**config.mk**
```make
export PLATFORM = sky130hd
export DESIGN_NAME = stopwatch_core
export DESIGN_NICKNAME = d
export VERILOG_FILES = /design/src/rtl/stopwatch_core.sv
export SDC_FILE = /design/constraint.sdc
export NUM_CORES = 1
export LEC_CHECK = 0
export BUFFER_PORTS_ARGS = -buffer_cell sky130_fd_sc_hd__buf_2
export CORE_ASPECT_RATIO = 1.2
export CORE_UTILIZATION = 29
export CTS_CLUSTER_DIAMETER = 80
export DETAILED_ROUTE_END_ITERATION = 6
export GPL_TIMING_DRIVEN = 0
export PLACE_DENSITY_LB_ADDON = 0.3
export SETUP_SLACK_MARGIN = 0.05
export SLEW_MARGIN = 40
export SYNTH_ARGS = -nofsm -noshare
export SYNTH_HDL_FRONTEND = slang
export SYNTH_SLANG_ARGS = --single-unit
```
**constraint.sdc**
```tcl
create_clock -name clk -period 1.7 [get_ports clk]
set_input_delay 0.17 -clock clk [delete_from_list [all_inputs] [get_ports clk]]
set_output_delay 0.17 -clock clk [all_outputs]
set_load 0.02 [all_outputs]
```
**src/rtl/stopwatch_core.sv**
```systemverilog
// rtl/stopwatch_core.sv - BCD stopwatch SS.hh with start/stop/clear and 4-digit 7-segment scan; optional lap hold via STOPWATCH_LAP_EN
module stopwatch_core #(
    parameter logic WRAP_ON_MAX    = 1'b1,
    parameter logic SEG_ACTIVE_LOW = 1'b1
) (
    input  logic       clk,
    input  logic       reset,
    input  logic       tick_10ms,
    input  logic       refresh_clk,
    input  logic       start_stop,
    input  logic       clear,
    input  logic       lap,
    output logic [6:0] seg,
    output logic       dp,
    output logic [3:0] an,
    output logic       running,
    output logic       overflow
);

    typedef enum logic [1:0] {
        ST_IDLE = 2'd0,
        ST_RUN  = 2'd1,
        ST_STOP = 2'd2
    } state_t;

    // Polarity flip applied to every display output when the board is active-high.
    localparam logic INV = !SEG_ACTIVE_LOW;

    state_t     state;
    logic [3:0] d0, d1, d2, d3;
    logic [3:0] n0, n1, n2, n3;
    logic       at_max;
    logic       count_en;

    logic [3:0] s0, s1, s2, s3;
    logic [1:0] idx;
    logic       refresh_prev;
    logic       refresh_rise;
    logic [3:0] disp_digit;

    // Segment pattern {g,f,e,d,c,b,a}, active-low.
    function automatic logic [6:0] seg_decode(input logic [3:0] d);
        logic [6:0] s;
        case (d)
            4'd0:    s = 7'b1000000;
            4'd1:    s = 7'b1111001;
            4'd2:    s = 7'b0100100;
            4'd3:    s = 7'b0110000;
            4'd4:    s = 7'b0011001;
            4'd5:    s = 7'b0010010;
            4'd6:    s = 7'b0000010;
            4'd7:    s = 7'b1111000;
            4'd8:    s = 7'b0000000;
            4'd9:    s = 7'b0010000;
            default: s = 7'b1111111;
        endcase
        return s;
    endfunction

    assign count_en = (state == ST_RUN) && tick_10ms;
    assign at_max   = (d0 == 4'd9) && (d1 == 4'd9) && (d2 == 4'd9) && (d3 == 4'd9);

    // BCD increment with the full carry chain resolved combinationally.
    always_comb begin
        n0 = (d0 == 4'd9) ? 4'd0 : d0 + 4'd1;
        n1 = d1;
        n2 = d2;
        n3 = d3;
        if (d0 == 4'd9) begin
            n1 = (d1 == 4'd9) ? 4'd0 : d1 + 4'd1;
            if (d1 == 4'd9) begin
                n2 = (d2 == 4'd9) ? 4'd0 : d2 + 4'd1;
                if (d2 == 4'd9) begin
                    n3 = (d3 == 4'd9) ? 4'd0 : d3 + 4'd1;
                end
            end
        end
    end

    // Control FSM plus time digits; counting looks at the state before this edge's transition.
    always_ff @(posedge clk) begin
        if (reset) begin
            state    <= ST_IDLE;
            running  <= 1'b0;
            overflow <= 1'b0;
            d0       <= 4'd0;
            d1       <= 4'd0;
            d2       <= 4'd0;
            d3       <= 4'd0;
        end else begin
            overflow <= 1'b0;
            if (clear) begin
                state   <= ST_IDLE;
                running <= 1'b0;
                d0      <= 4'd0;
                d1      <= 4'd0;
                d2      <= 4'd0;
                d3      <= 4'd0;
            end else begin
                if (count_en && at_max && !WRAP_ON_MAX) begin
                    state   <= ST_STOP;
                    running <= 1'b0;
                end else if (start_stop) begin
                    case (state)
                        ST_RUN: begin
                            state   <= ST_STOP;
                            running <= 1'b0;
                        end
                        default: begin
                            state   <= ST_RUN;
                            running <= 1'b1;
                        end
                    endcase
                end
                if (count_en) begin
                    if (at_max) begin
                        if (WRAP_ON_MAX) begin
                            d0       <= 4'd0;
                            d1       <= 4'd0;
                            d2       <= 4'd0;
                            d3       <= 4'd0;
                            overflow <= 1'b1;
                        end
                    end else begin
                        d0 <= n0;
                        d1 <= n1;
                        d2 <= n2;
                        d3 <= n3;
                    end
                end
            end
        end
    end

`ifdef STOPWATCH_LAP_EN
    logic       lap_active;
    logic [3:0] l0, l1, l2, l3;

    // Lap hold: first lap in RUN freezes a snapshot; next lap, start_stop or clear releases it.
    always_ff @(posedge clk) begin
        if (reset) begin
            lap_active <= 1'b0;
            l0         <= 4'd0;
            l1         <= 4'd0;
            l2         <= 4'd0;
            l3         <= 4'd0;
        end else if (clear || start_stop) begin
            lap_active <= 1'b0;
        end else if (lap) begin
            if (lap_active) begin
                lap_active <= 1'b0;
            end else if (state == ST_RUN) begin
                lap_active <= 1'b1;
                l0         <= d0;
                l1         <= d1;
                l2         <= d2;
                l3         <= d3;
            end
        end
    end

    assign s0 = lap_active ? l0 : d0;
    assign s1 = lap_active ? l1 : d1;
    assign s2 = lap_active ? l2 : d2;
    assign s3 = lap_active ? l3 : d3;
`else
    logic lap_unused;
    assign lap_unused = lap;
    assign s0 = d0;
    assign s1 = d1;
    assign s2 = d2;
    assign s3 = d3;
`endif

    assign refresh_rise = refresh_clk & ~refresh_prev;

    // Scan index advances once per refresh_clk rising edge.
    always_ff @(posedge clk) begin
        if (reset) begin
            refresh_prev <= 1'b0;
            idx          <= 2'd0;
        end else begin
            refresh_prev <= refresh_clk;
            if (refresh_rise) begin
                idx <= idx + 2'd1;
            end
        end
    end

    // Pick the digit currently being scanned.
    always_comb begin
        case (idx)
            2'd0:    disp_digit = s0;
            2'd1:    disp_digit = s1;
            2'd2:    disp_digit = s2;
            default: disp_digit = s3;
        endcase
    end

    // Registered display drive; the decimal point sits after the seconds units digit.
    always_ff @(posedge clk) begin
        if (reset) begin
            an  <= 4'b1110 ^ {4{INV}};
            seg <= 7'b1000000 ^ {7{INV}};
            dp  <= 1'b1 ^ INV;
        end else begin
            an  <= ~(4'b0001 << idx) ^ {4{INV}};
            seg <= seg_decode(disp_digit) ^ {7{INV}};
            dp  <= (idx != 2'd2) ^ INV;
        end
    end

endmodule

```
==> results.sh <==
export IMPL_status="finished with violations"
export IMPL_violations="setup timing"
export IMPL_p_leak_uw=0.000928
export IMPL_min_delay_start="refresh_clk"
export IMPL_hold_viol=0
export IMPL_hold_class="in2reg"
export IMPL_place_congestion=0.763
export IMPL_hold_end="refresh_prev"
export IMPL_slew_violations=0
export IMPL_die_area_sq_um=6320
export IMPL_placed_cell_area_sq_um=1980
export IMPL_clock_sinks=33
export IMPL_synth_flop_cell="dfxtp_1"
export IMPL_finalSetupTns_ps=-1450
export IMPL_ioPinCount=21
export IMPL_r2r_start="idx[0]"
export IMPL_hpwl_microns=2500
export IMPL_avgSynthCellArea_sq_um=9.41
export IMPL_yosys_warnings=0
export IMPL_timing_hold_ws_ps=103
export IMPL_drt_pass1_iter_count=4
export IMPL_r2r_slack_ps=-270
export IMPL_period_share=1.16
export IMPL_critPathArrivalTime_ps=2130
export IMPL_syn_instance_count=185
export IMPL_coreArea_sq_um=5710
export IMPL_worst_r2r_endpoint="seg[0]"
export IMPL_dr_max_layer_used="met4"
export IMPL_ys_seq_elements=33
export IMPL_area_growth_pct=31.8
export IMPL_worstPathMaxFanout=5
export IMPL_antenna_left=0
export IMPL_portBuffers=18
export IMPL_route_met3_wl_microns=106
export IMPL_start_util=0.305
export IMPL_instances_no_fill=306
export IMPL_worstSetupPathType="reg2reg"
export IMPL_tightest_slew_ps=522
export IMPL_fill_cells=599
export IMPL_setup_ws_ps=-266
export IMPL_die_y_microns=86.9
export IMPL_fmax_ghz=0.509
export IMPL_ys_types=44
export IMPL_slew_headroom=0.652
export IMPL_finalClockSkew_ps=5.25
export IMPL_fp_dieW_microns=72.7
export IMPL_grt_usage=0.127
export IMPL_synth_async_reset_ratio=0
export IMPL_vias=1423
export IMPL_m1WireLength_microns=1650
export IMPL_fin_nets=250
export IMPL_layout_drive_gt1_share=0.385
export IMPL_cts_tree="built"
export IMPL_cts_made_buffers=5
export IMPL_rsz0062_at_grt="true"
export IMPL_dp_cells=283
export IMPL_critPathRequiredTime_ps=1870
export IMPL_r2r_cells=7
export IMPL_syn_nets=210
export IMPL_dr_first_iter_drc_count=39
export IMPL_drt_wl_total_microns=3740
export IMPL_antenna_found_initial=0
export IMPL_grt_ovfl_total=0
export IMPL_drv_cap=0
export IMPL_cts_hold_buf=0
export IMPL_drcViolationCount=0
export IMPL_grt_first_pass_wirelength_microns=6020
export IMPL_rows=30
export IMPL_hold_depth=2
export IMPL_num_antenna_cells=0
export IMPL_clock_tree_root_cell="clkbuf_8"
export IMPL_synth_seq_area_share=0.380
export IMPL_synthesis_area_sq_um=1740
export IMPL_clockBufferDepth=2
export IMPL_htreeDepth=2
export IMPL_power_density_nw_per_um2=652
export IMPL_grt_pass1_vias=1323
export IMPL_final_common_cell="dfxtp_1"
export IMPL_grt_start_max_net_pins=11
export IMPL_ir_drop_mv=0.301
export IMPL_stdcell_area_sq_um=2290
export IMPL_fin_crit_ps=1970
export IMPL_dr_wl_met2_microns=1850
export IMPL_layout_common_cells="25 x dfxtp_1, 21 x nor2_1, 20 x buf_2"
export IMPL_clk_pin_slew_worst_paths_ps=70
export IMPL_clkLatencyLatePin_ps=290
export IMPL_setup_violations=7
export IMPL_cp_end_kind="flop"
export IMPL_vias_per_cell=4.65
export IMPL_synth_edf_count=0
export IMPL_wl_per_cell_microns=12.2
export IMPL_critPathLaunchType="flop"
==> report_power, final <==
part | total (uW) | switching [uW] | internal (uW)
sequential | 792 | 11.9 | 780
clock | 582 | 298 | 284
combinational | 121 | 68.2 | 52.8
==> logic make-up after synthesis <==
family,count (synthesis),synth area share
and+or+nand+nor,64,0.207
AOI/OAI and AO/OA,33,0.132
DFF,33,0.380
buffers and inverters,22,0.0661
adders and majority gates,18,0.129
muxes,11,0.0654
xor gates and xnor gates,4,0.0201
==> area by class of cell <==
type	instances	area (sq um)	share of cell area
Tap cell	80	100	0.0436
Inverter	13	53.8	0.0235
Buffer	9	70.1	0.0306
Clock buffer	6	72.6	0.0316
Multi-Input combinational cell	131	1100	0.479
Clock inverter	2	10.0	0.00436
Sequential cell	33	686	0.299
Timing Repair Buffer	32	203	0.0884
==> synthesized netlist by cell type, types with 3 or more instances <==
| cell | number | area (sq um) |
|---|---|---|
| inv_1 | 13 | 48.8 |
| ha_1 | 18 | 225 |
| nor2_1 | 21 | 78.8 |
| dfxtp_1 | 33 | 661 |
| nor3_1 | 5 | 25.0 |
| and3b_1 | 5 | 43.8 |
| mux2_2 | 3 | 33.8 |
| nor2b_1 | 3 | 18.8 |
| mux2i_1 | 8 | 80.1 |
| a21oi_1 | 16 | 80.1 |
| nand3_1 | 6 | 30.0 |
| buf_4 | 3 | 22.5 |
| nand2_1 | 8 | 30.0 |
| a222oi_1 | 4 | 40.0 |
| nand3b_1 | 3 | 22.5 |
==> flip-flops by register name, indices dropped and copies added, names as in the netlist <==
name / cells
d0: 4
d1: 4
an: 3
refresh_prev: 1
idx: 2
overflow: 1
seg: 7
dp: 1
d3: 4
state: 2
d2: 4
==> what timing repair did <==
action | CTS | global route
buffers inserted | 9 | 5
pin swaps | 7 | 8
gates resized for setup | 12 | 21
cloned | 0 | 1
endpoints found under the setup margin | 13 | 15
==> metal layers <==
layer / track usage / vias up
met5: 0 / -
met4: 0.0713 / 0
met3: 0.0370 / 9
met2: 0.218 / 20
met1: 0.139 / 657
li1: - / 737
==> worst max path at each step <==
stage / end / start / depth (start not counted) / slack (ps)
floorplan: seg[6] / idx[0] / 8 / -20
finish: seg[0] / idx[0] / 7 / -270
CTS: seg[4] / idx[1] / 9 / -210
global route: seg[0] / idx[0] / 7 / -380
global placement: seg[4] / idx[1] / 7 / -240
detailed placement: seg[4] / idx[1] / 9 / -290
==> worst max-delay path, cell delays in order (launching register included) <==
cell and delay (ps):
dfxtp_4 390, ha_1 360, mux2i_2 440, inv_2 110, buf_6 150, ha_4 140, mux2i_1 170, a21oi_1 90
==> metrics by stage <==
| stage | utilization | power [uW] | setup slack, ps |
|---|---|---|---|
| finish | 0.402 | 1490 | -266 |
| global route | 0.402 | 1550 | -381 |
| CTS | 0.380 | 1500 | -209 |
| detailed placement | 0.347 | 922 | -295 |
| global placement | 0.347 | 921 | -240 |
| floorplan | - | 889 | -21.6 |
No activity file was read; power rests on OpenSTA's default activity.
